`config.mk`:
```
export PLATFORM = sky130hd
export DESIGN_NAME = pattern_writer
export DESIGN_NICKNAME = d
export VERILOG_FILES = /design/src/rtl/pattern_writer.sv
export SDC_FILE = /design/constraint.sdc
export NUM_CORES = 1
export LEC_CHECK = 0
export BUFFER_PORTS_ARGS = -buffer_cell sky130_fd_sc_hd__buf_2
export CORE_MARGIN = 4
export CORE_UTILIZATION = 40
export CTS_CLUSTER_SIZE = 12
export DETAILED_ROUTE_END_ITERATION = 8
export PLACE_DENSITY = 0.72
export REMOVE_ABC_BUFFERS = 1
export SETUP_SLACK_MARGIN = 0.02
export SYNTH_ARGS = -nofsm -noshare
export SYNTH_HDL_FRONTEND = slang
export SYNTH_SLANG_ARGS = --single-unit
```
`constraint.sdc`:
```
create_clock -name CLOCK -period 2.69 [get_ports CLOCK]
set_input_delay 0.269 -clock CLOCK [delete_from_list [all_inputs] [get_ports CLOCK]]
set_output_delay 0.269 -clock CLOCK [all_outputs]
set_load 0.01 [all_outputs]
```
`src/rtl/pattern_writer.sv`:
```
// Framebuffer test-pattern generator: writes one RGB565 frame, one pixel per SDRAM write.
// Optional `PATTERN_BORDER_EN forces a white one-pixel border over every pattern.
module pattern_writer #(
  parameter int H_RES     = 320,
  parameter int V_RES     = 240,
  parameter int X_W       = 9,
  parameter int Y_W       = 15,
  parameter int BARS      = 4,
  parameter int CELL_LOG2 = 4
) (
  input  logic               CLOCK,
  input  logic               RESET,
  input  logic               iStart,
  input  logic [1:0]         iMode,
  input  logic [15:0]        iColor,
  output logic               oCall,
  input  logic               iDone,
  output logic [X_W+Y_W-1:0] oAddr,
  output logic [15:0]        oData,
  output logic               oBusy,
  output logic               oFrameDone,
  output logic [1:0]         dbg_state
);

  localparam int BAR_W = H_RES / BARS;
  localparam logic [X_W-1:0] X_LAST   = X_W'(H_RES - 1);
  localparam logic [Y_W-1:0] Y_LAST   = Y_W'(V_RES - 1);
  localparam logic [X_W-1:0] BAR_LAST = X_W'(BAR_W - 1);
  localparam logic [2:0]     IDX_LAST = 3'(BARS - 1);

  typedef enum logic [1:0] {
    S_IDLE  = 2'd0,
    S_WRITE = 2'd1,
    S_ADV   = 2'd2,
    S_FIN   = 2'd3
  } state_t;

  state_t         state, state_next;
  logic [X_W-1:0] x, bar_cnt;
  logic [Y_W-1:0] y;
  logic [2:0]     bar_idx;
  logic [1:0]     mode_q;
  logic [15:0]    color_q;
  logic           at_last;
  logic           accept;
  logic [15:0]    pix;

  // Write handshake: oCall is the valid, iDone the one-cycle ready/ack. A write
  // completes only on an edge where both are high; address and data hold
  // steady while oCall is up, and iDone seen with oCall low is ignored.
  assign accept  = oCall && iDone;
  assign at_last = (x == X_LAST) && (y == Y_LAST);

  always_ff @(posedge CLOCK or posedge RESET) begin
    if (RESET) state <= S_IDLE;
    else       state <= state_next;
  end

  always_comb begin
    state_next = state;
    case (state)
      S_IDLE:  if (iStart) state_next = S_WRITE;
      S_WRITE: if (accept) state_next = S_ADV;
      S_ADV:   state_next = at_last ? S_FIN : S_WRITE;
      S_FIN:   state_next = S_IDLE;
      default: state_next = S_IDLE;
    endcase
  end

  always_ff @(posedge CLOCK or posedge RESET) begin
    if (RESET) begin
      x       <= '0;
      y       <= '0;
      bar_idx <= '0;
      bar_cnt <= '0;
      mode_q  <= '0;
      color_q <= '0;
      oCall   <= 1'b0;
    end else begin
      // oCall rises one cycle after entering WRITE, so a new request never
      // overlaps the cycle in which the previous ack was seen.
      oCall <= (state == S_WRITE) && !accept;
      case (state)
        S_IDLE: begin
          if (iStart) begin
            mode_q  <= iMode;
            color_q <= iColor;
            x       <= '0;
            y       <= '0;
            bar_idx <= '0;
            bar_cnt <= '0;
          end
        end
        S_ADV: begin
          if (!at_last) begin
            if (x == X_LAST) begin
              x       <= '0;
              y       <= y + 1'b1;
              bar_idx <= '0;
              bar_cnt <= '0;
            end else begin
              x <= x + 1'b1;
              if (bar_cnt == BAR_LAST) begin
                bar_cnt <= '0;
                // Saturating index hands any remainder pixels to the last bar.
                if (bar_idx != IDX_LAST) bar_idx <= bar_idx + 1'b1;
              end else begin
                bar_cnt <= bar_cnt + 1'b1;
              end
            end
          end
        end
        default: ;
      endcase
    end
  end

  always_comb begin
    pix = '0;
    case (mode_q)
      2'd0: begin
        case (bar_idx)
          3'd0:    pix = 16'hF800;
          3'd1:    pix = 16'hF81F;
          3'd2:    pix = 16'h001F;
          3'd3:    pix = 16'h07E0;
          3'd4:    pix = 16'hFFE0;
          3'd5:    pix = 16'h07FF;
          3'd6:    pix = 16'hFFFF;
          default: pix = 16'h0000;
        endcase
      end
      2'd1:    pix = (1'(x >> CELL_LOG2) ^ 1'(y >> CELL_LOG2)) ? 16'hFFFF : 16'h0000;
      2'd2:    pix = {5'(x >> 3), 6'(x >> 2), 5'(x >> 3)};
      default: pix = color_q;
    endcase
`ifdef PATTERN_BORDER_EN
    if ((x == '0) || (x == X_LAST) || (y == '0) || (y == Y_LAST)) pix = 16'hFFFF;
`endif
  end

  assign oData      = (state == S_IDLE) ? 16'h0000 : pix;
  assign oAddr      = {y, x};
  assign oBusy      = (state == S_WRITE) || (state == S_ADV);
  assign oFrameDone = (state == S_FIN);
  assign dbg_state  = state;

endmodule

```
==> results.py, run 1 <==
metrics = {
    "synth": {
        "synth-xor-area-share_pct": 0.530,
        "syn_area_um2": 3300,
        "synthMuxAreaShare_pct": 7.42,
        "synth_fa_ha_area_share_pct": 4.54,
        "synthFlopType": "dfrtp_1",
        "ys_seq_elements": 57,
        "post_synth_num_cell_types": 52,
        "synth_edf_count": 0,
        "yosysWarnings": 0,
        "synth_top_area_cell": "dfrtp_1",
        "synthSimpleGateAreaFrac_pct": 20.4,
        "ys_seq_area_share_pct": 43.2,
        "synth.area.top_cells": "dfrtp_1 43%, mux2_2 6.8%, nor2_1 5.6%",
        "synth_top_family_by_area": "simple AND/OR/NAND/NOR gates",
        "postSynthAreaPerCell_um2": 9.00,
        "synth_compound_area_share_pct": 19.8,
        "synthCells": 367,
        "synth-async-reset-ratio_pct": 100,
        "synth_top_area_share_pct": 43.2,
    },
    "sta": {
        "setup_ws_ns": 0.187,
        "min_period_ns": 2.50,
        "finalSetupTns_ns": 0,
        "worstMarginPinSlew_ns": 0.686,
        "rsz0062_at_grt": "no",
        "max_freq_ghz": 0.399,
        "worst_clock_skew_ns": 0.00789,
        "period_share_pct": 93.1,
        "setup_viol": 0,
        "slew_violations": 0,
        "hold_viol_final": 0,
        "max_slew_margin_pct": 54.2,
    },
    "place": {
        "place_ws_ns": 0.278,
        "routabilityCongestion": 0.863,
        "hpwl_um": 6170,
        "portBuffers": 66,
        "dp_cells": 525,
    },
    "finish": {
        "area_delta_synth_final_pct": 21.0,
        "drive_above_1_share_pct": 27.3,
        "fin_cells": 541,
        "fillers": 726,
        "n_antenna_cell": 0,
        "final_core_util_pct": 50.7,
        "fin_nets": 468,
        "area.sequential_um2": 1430,
        "multiInputGateArea_um2": 1740,
    },
    "die": {
        "fp.dieH_um": 98.9,
        "num_rows": 32,
        "core_area_um2": 7890,
        "die-width_um": 98.9,
        "dieArea_um2": 9780,
        "io_pins": 67,
        "start_util_pct": 41.9,
    },
    "drt": {
        "detail-route-antenna-nets": 0,
        "first_iter_violations": 187,
        "dr.pass1.iters": 5,
        "wire_per_inst_um": 15.9,
        "post-route-drc-count": 0,
        "wirelength_um": 8610,
        "vias": 3065,
        "via_per_inst": 5.67,
    },
    "critical_path": {
        "crit_chain": "inv_1 > ha_1 > nor3_1 > a21oi_1 > a21oi_1 > a311oi_1 > buf_2",
        "max_stage_delay_ns": 0.48,
        "critical_path_arrival_ns": 2.23,
        "crit_path_end_kind": "primary output",
        "crit_family": "compound AO/OA/AOI/OAI gates",
        "rr_endpoint": "y[14]",
        "reg2reg_from": "y[8]",
        "slowest_stage": "a21oi_1",
        "cp.depth": 7,
        "regToRegSetupSlack_ns": 0.26,
        "cp_num_buf_inv": 2,
        "crit_fanout": 6,
        "path_class": "register to primary output",
        "critPathLaunchType": "register",
        "crit_top_cell": "a21oi_1",
        "reg2reg_depth": 5,
        "cp.required_ns": 2.42,
    },
    "cts": {
        "cts.repair.resized": 0,
        "clk_latency_ns": 0.35,
        "cts_sinks": 57,
        "numCtsBuffers": 9,
        "cts_setup_buffers": 0,
        "hold_buffers": 0,
        "cts.clk_slew.worst_paths_ns": 0.07,
        "htreeDepth": 3,
        "cts_buffer_depth": 2,
        "cts_tree": "yes",
        "ctsRootBufferMaster": "clkbuf_8",
    },
    "global_routing": {
        "grt_pass1_wl_um": 14300,
        "grt_usage_pct": 18.0,
        "first_global_vias": 2903,
        "antenna_found_initial": 0,
        "grt_max_degree": 33,
        "grt-ovfl-total": 0,
    },
    "run_status": {
        "status": "complete, no violations",
    },
    "job": {
        "maxCapViolations": 0,
    },
    "power_and_ir_drop": {
        "powerDensity_nw_per_um2": 994,
        "p_leak_nw": 1.84,
        "peakVddDrop_mv": 0.522,
    },
    "hold_path": {
        "holdCritPathClass": "primary input to asynchronous set/reset pin",
    },
}
## flip-flops by register name, summed over array words and instances, names as in the netlist
name       flops
y             15
bar_cnt        9
x              9
dbg_state      2
bar_idx        3
mode_q         2
oCall          1
color_q       16
## worst reg2reg max path: cells and delay by family (launching register included)
family	cells	cell delay, ns
compound gates	2	0.53
mux	1	0.17
flops	1	0.47
simple gates	2	1.16
## logic make-up (layout without fill, tap and decap cells)
logic type                 after synthesis  count (layout)
adders and majority gates               12              12
AOI/OAI and AO/OA                      106             106
xor gates and xnor gates                 2               2
muxes                                   22              22
and+or+nand+nor                        138             138
buffers and inverters                   30             102
DFF                                     57              57
## power breakdown
part / switching [mW] / internal, mW / leakage [nW]
Sequential: 0.235 / 1.07 / 0.746
Combinational: 0.952 / 0.657 / 0.965
Clock: 0.365 / 0.691 / 0.129
## cell type report
class / count / area share (%)
repair buffers: 75 / 9.95
inverters: 11 / 1.03
clock inverters: 4 / 2.44
flip-flops and latches: 57 / 35.7
multi-input cells: 280 / 43.6
well taps: 102 / 3.19
clock buffers: 12 / 4.13
## cell usage in the layout, fill, tap and decap left out, types with 2 or more instances in the layout
| master | n |
|---|---|
| bufinv_16 | 3 |
| nand3_1 | 13 |
| nand2b_1 | 2 |
| and3_1 | 7 |
| nand4_1 | 9 |
| ha_1 | 12 |
| a31oi_1 | 11 |
| nor3b_1 | 2 |
| a21oi_1 | 34 |
| buf_4 | 9 |
| or3_1 | 3 |
| mux2_2 | 20 |
| and2_1 | 2 |
| nor2_1 | 49 |
| o21ai_1 | 14 |
| o21ai_0 | 18 |
| mux2i_1 | 2 |
| clkbuf_8 | 12 |
| dfrtp_1 | 57 |
| o22a_1 | 2 |
| nand2_1 | 29 |
| a22o_1 | 2 |
| inv_1 | 10 |
| nor2b_1 | 3 |
| nand4b_1 | 2 |
| a211oi_1 | 10 |
| o31ai_1 | 2 |
| nor3_1 | 8 |
| buf_2 | 66 |
## through the flow
stage                     total power [mW]  area (um2)  hold slack (ns)
after detailed placement              2.92        3740            0.416
final                                 3.97        4000           0.0199
after global placement                2.86        3740            0.409
after floorplan                       2.32        3210            0.420
after global routing                  4.24        4000           0.0824
after CTS                             3.99        4000           0.0351
## Yosys cell counts (7+ instances only)
library cell  number
nor3_1             8
ha_1              12
o21ai_1           14
o21ai_0           18
a31oi_1           11
nand4_1            9
clkbuf_1          15
dfrtp_1           57
nor2_1            49
nand2_1           29
mux2_2            20
nand3_1           13
a211oi_1          10
inv_1             11
a21oi_1           34
and3_1             7
## per-layer routing
layer  share of wire [%]  GRT usage [%]
met1                  45           23.5
met2                  50           28.6
met3                 3.7           3.26
met4                 1.6           8.93
met5                   0              0
## how the worst max path moves through the flow
| stage | start | to | slack [ns] |
|---|---|---|---|
| 2_1_floorplan | dbg_state[0] | y[5] | 0.04 |
| 3_3_place_gp | y[8] | x[0] | 0.33 |
| 3_5_place_dp | y[8] | bar_cnt[4] | 0.28 |
| 4_1_cts | bar_idx[0] | oData[9] | 0.16 |
| 5_1_grt | bar_idx[0] | oData[5] | 0.06 |
| 6_report | bar_idx[0] | oData[5] | 0.19 |
Power figures use the tool's default switching activity.
==> inputs of run 2 (changes only) <==
--- a/config.mk
+++ b/config.mk
@@ -5,12 +5,13 @@
 export SDC_FILE = /design/constraint.sdc
 export NUM_CORES = 1
 export LEC_CHECK = 0
-export BUFFER_PORTS_ARGS = -buffer_cell sky130_fd_sc_hd__buf_2
+export CAP_MARGIN = 20
 export CORE_MARGIN = 4
 export CORE_UTILIZATION = 40
 export CTS_CLUSTER_SIZE = 12
 export DETAILED_ROUTE_END_ITERATION = 8
-export PLACE_DENSITY = 0.72
+export DONT_BUFFER_PORTS = 1
+export PLACE_DENSITY = 0.65
 export REMOVE_ABC_BUFFERS = 1
 export SETUP_SLACK_MARGIN = 0.02
 export SYNTH_ARGS = -nofsm -noshare
==> run 2 against run 1 <==
Net effect: sequential share of layout area grew 3.8 points; utilization is 4.9 points lower; cell area is 9.6% lower; power fell by 15%; non-clock buffer count decreased by 59; die area did not move; maximum frequency grew 6.2%; clock skew up 0.00072 ns; combinational power down 14%; global-route usage shrank 0.79 points.
==> results.py, run 2 (synthesized netlist as in run 1, its figures left out) <==
metrics = {
    "critical_path": {
        "max_stage_delay_ns": 0.59,
        "critPathLaunchType": "register",
        "reg2reg_depth": 5,
        "rr_endpoint": "bar_cnt[4]",
        "cp.required_ns": 2.93,
        "reg2reg_from": "y[10]",
        "crit_fanout": 19,
        "critical_path_arrival_ns": 2.59,
        "slowest_stage": "or4b_4",
        "cp_num_buf_inv": 0,
        "path_class": "register to register",
        "regToRegSetupSlack_ns": 0.33,
        "crit_path_end_kind": "register",
        "cp.depth": 5,
        "crit_chain": "or4_4 > or4b_4 > o21ai_4 > o21ai_1 > o31ai_1",
        "crit_family": "simple AND/OR/NAND/NOR gates",
    },
    "finish": {
        "fin_nets": 409,
        "area_delta_synth_final_pct": 9.43,
        "drive_above_1_share_pct": 15.0,
        "final_common_cell": "dfrtp_1",
        "reg_top3": "color_q: 16 flops, y: 15 flops",
        "layout_common_cells": "57 x dfrtp_1, 49 x nor2_1, 34 x a21oi_1",
        "n_antenna_cell": 0,
        "final_core_util_pct": 45.8,
        "largest_register_ffs": 16,
        "regMostFlops": "color_q",
        "fin_cells": 482,
    },
    "die": {
        "num_rows": 32,
        "start_util_pct": 41.9,
        "die-width_um": 98.9,
        "core_area_um2": 7890,
        "dieArea_um2": 9780,
        "io_pins": 67,
        "fp.dieH_um": 98.9,
    },
    "cts": {
        "numCtsBuffers": 9,
        "cts_setup_buffers": 0,
        "cts_tree": "yes",
        "hold_buffers": 1,
        "cts.clk_slew.worst_paths_ns": 0.07,
        "cts_buffer_depth": 2,
        "htreeDepth": 3,
        "cts.repair.resized": 0,
        "clk_latency_ns": 0.34,
        "cts_sinks": 57,
        "ctsRootBufferMaster": "clkbuf_8",
    },
    "sta": {
        "finalSetupTns_ns": 0,
        "worst_clock_skew_ns": 0.00861,
        "period_share_pct": 87.6,
        "max_slew_margin_pct": 57.4,
        "timing.hold.ws_ns": 0.0771,
        "min_period_ns": 2.36,
        "rsz0062_at_grt": "no",
        "worstMarginPinSlew_ns": 0.623,
        "max_freq_ghz": 0.424,
        "setup_viol": 0,
        "hold_viol_final": 0,
        "slew_violations": 0,
    },
    "job": {
        "maxCapViolations": 0,
    },
    "global_routing": {
        "antenna_found_initial": 0,
        "grt-ovfl-total": 0,
        "grt_pass1_wl_um": 13700,
        "first_global_vias": 2756,
        "busiest_layer": "met2",
        "grtUsageMet1_pct": 21.0,
        "grtUsageMet2_pct": 28.4,
        "grt_util_met3_pct": 5.52,
        "grt_usage_pct": 17.2,
        "grt_max_degree": 24,
    },
    "run_status": {
        "status": "complete, no violations",
    },
    "place": {
        "portBuffers": 0,
        "hpwl_um": 5880,
        "routabilityCongestion": 0.784,
        "dp_cells": 465,
    },
    "drt": {
        "first_iter_violations": 183,
        "post-route-drc-count": 0,
        "vias": 2773,
        "wire_per_inst_um": 16.7,
        "detail-route-antenna-nets": 0,
        "wirelength_um": 8070,
        "via_per_inst": 5.75,
        "dr.pass1.iters": 4,
    },
    "hold_path": {
        "whs_path_depth": 1,
        "min_to": "color_q[10]",
        "holdCritPathClass": "primary input to register",
        "min_from": "iColor[10]",
    },
    "power_and_ir_drop": {
        "p_leak_nw": 1.51,
        "peakVddDrop_mv": 0.601,
        "powerDensity_nw_per_um2": 935,
        "power_mw": 3.38,
    },
}
-- run 2: layer usage --
metal | wire length [um] | vias up
met5 | 0 | -
met4 | 55 | 0
met3 | 523 | 8
met1 | 3390 | 1339
li1 | - | 1351
met2 | 4100 | 75
-- run 2: cell type report --
| type | count | area (um2) |
|---|---|---|
| fill | 764 | 4270 |
| multi-input combinational | 280 | 1740 |
| sequential | 57 | 1430 |
| clock buffer | 12 | 135 |
| tap | 102 | 128 |
| timing repair buffer | 16 | 123 |
| inverter | 11 | 41.3 |
| clock inverter | 4 | 20.0 |
-- run 2: per-stage QoR --
| step | setup WS (ns) | instance area, um2 |
|---|---|---|
| 2_1_floorplan | 0.0351 | 3210 |
| 3_3_place_gp | 0.370 | 3450 |
| 3_5_place_dp | 0.334 | 3450 |
| 4_1_cts | 0.322 | 3620 |
| 5_1_grt | 0.122 | 3620 |
| 6_report | 0.333 | 3620 |
-- run 2: worst max path at each step --
stage / startpoint / endpoint / slack, ns
final: y[10] / bar_cnt[4] / 0.33
after global routing: y[0] / y[14] / 0.12
after CTS: y[10] / bar_cnt[4] / 0.32
after detailed placement: y[10] / y[14] / 0.33
after global placement: y[10] / x[0] / 0.37
after floorplan: dbg_state[0] / y[5] / 0.04
-- run 2: worst reg2reg max path: stages (launching register included) --
cell and delay, ns:
dfrtp_1 0.46, or4_4 0.53, or4b_4 0.59, o21ai_4 0.46, o21ai_1 0.14, o31ai_1 0.08
-- run 2: where the power goes --
group          internal [mW]  leakage, nW  switching (mW)
Clock                  0.329       0.0839           0.342
Combinational          0.524        0.685           0.856
Sequential              1.07        0.746           0.259
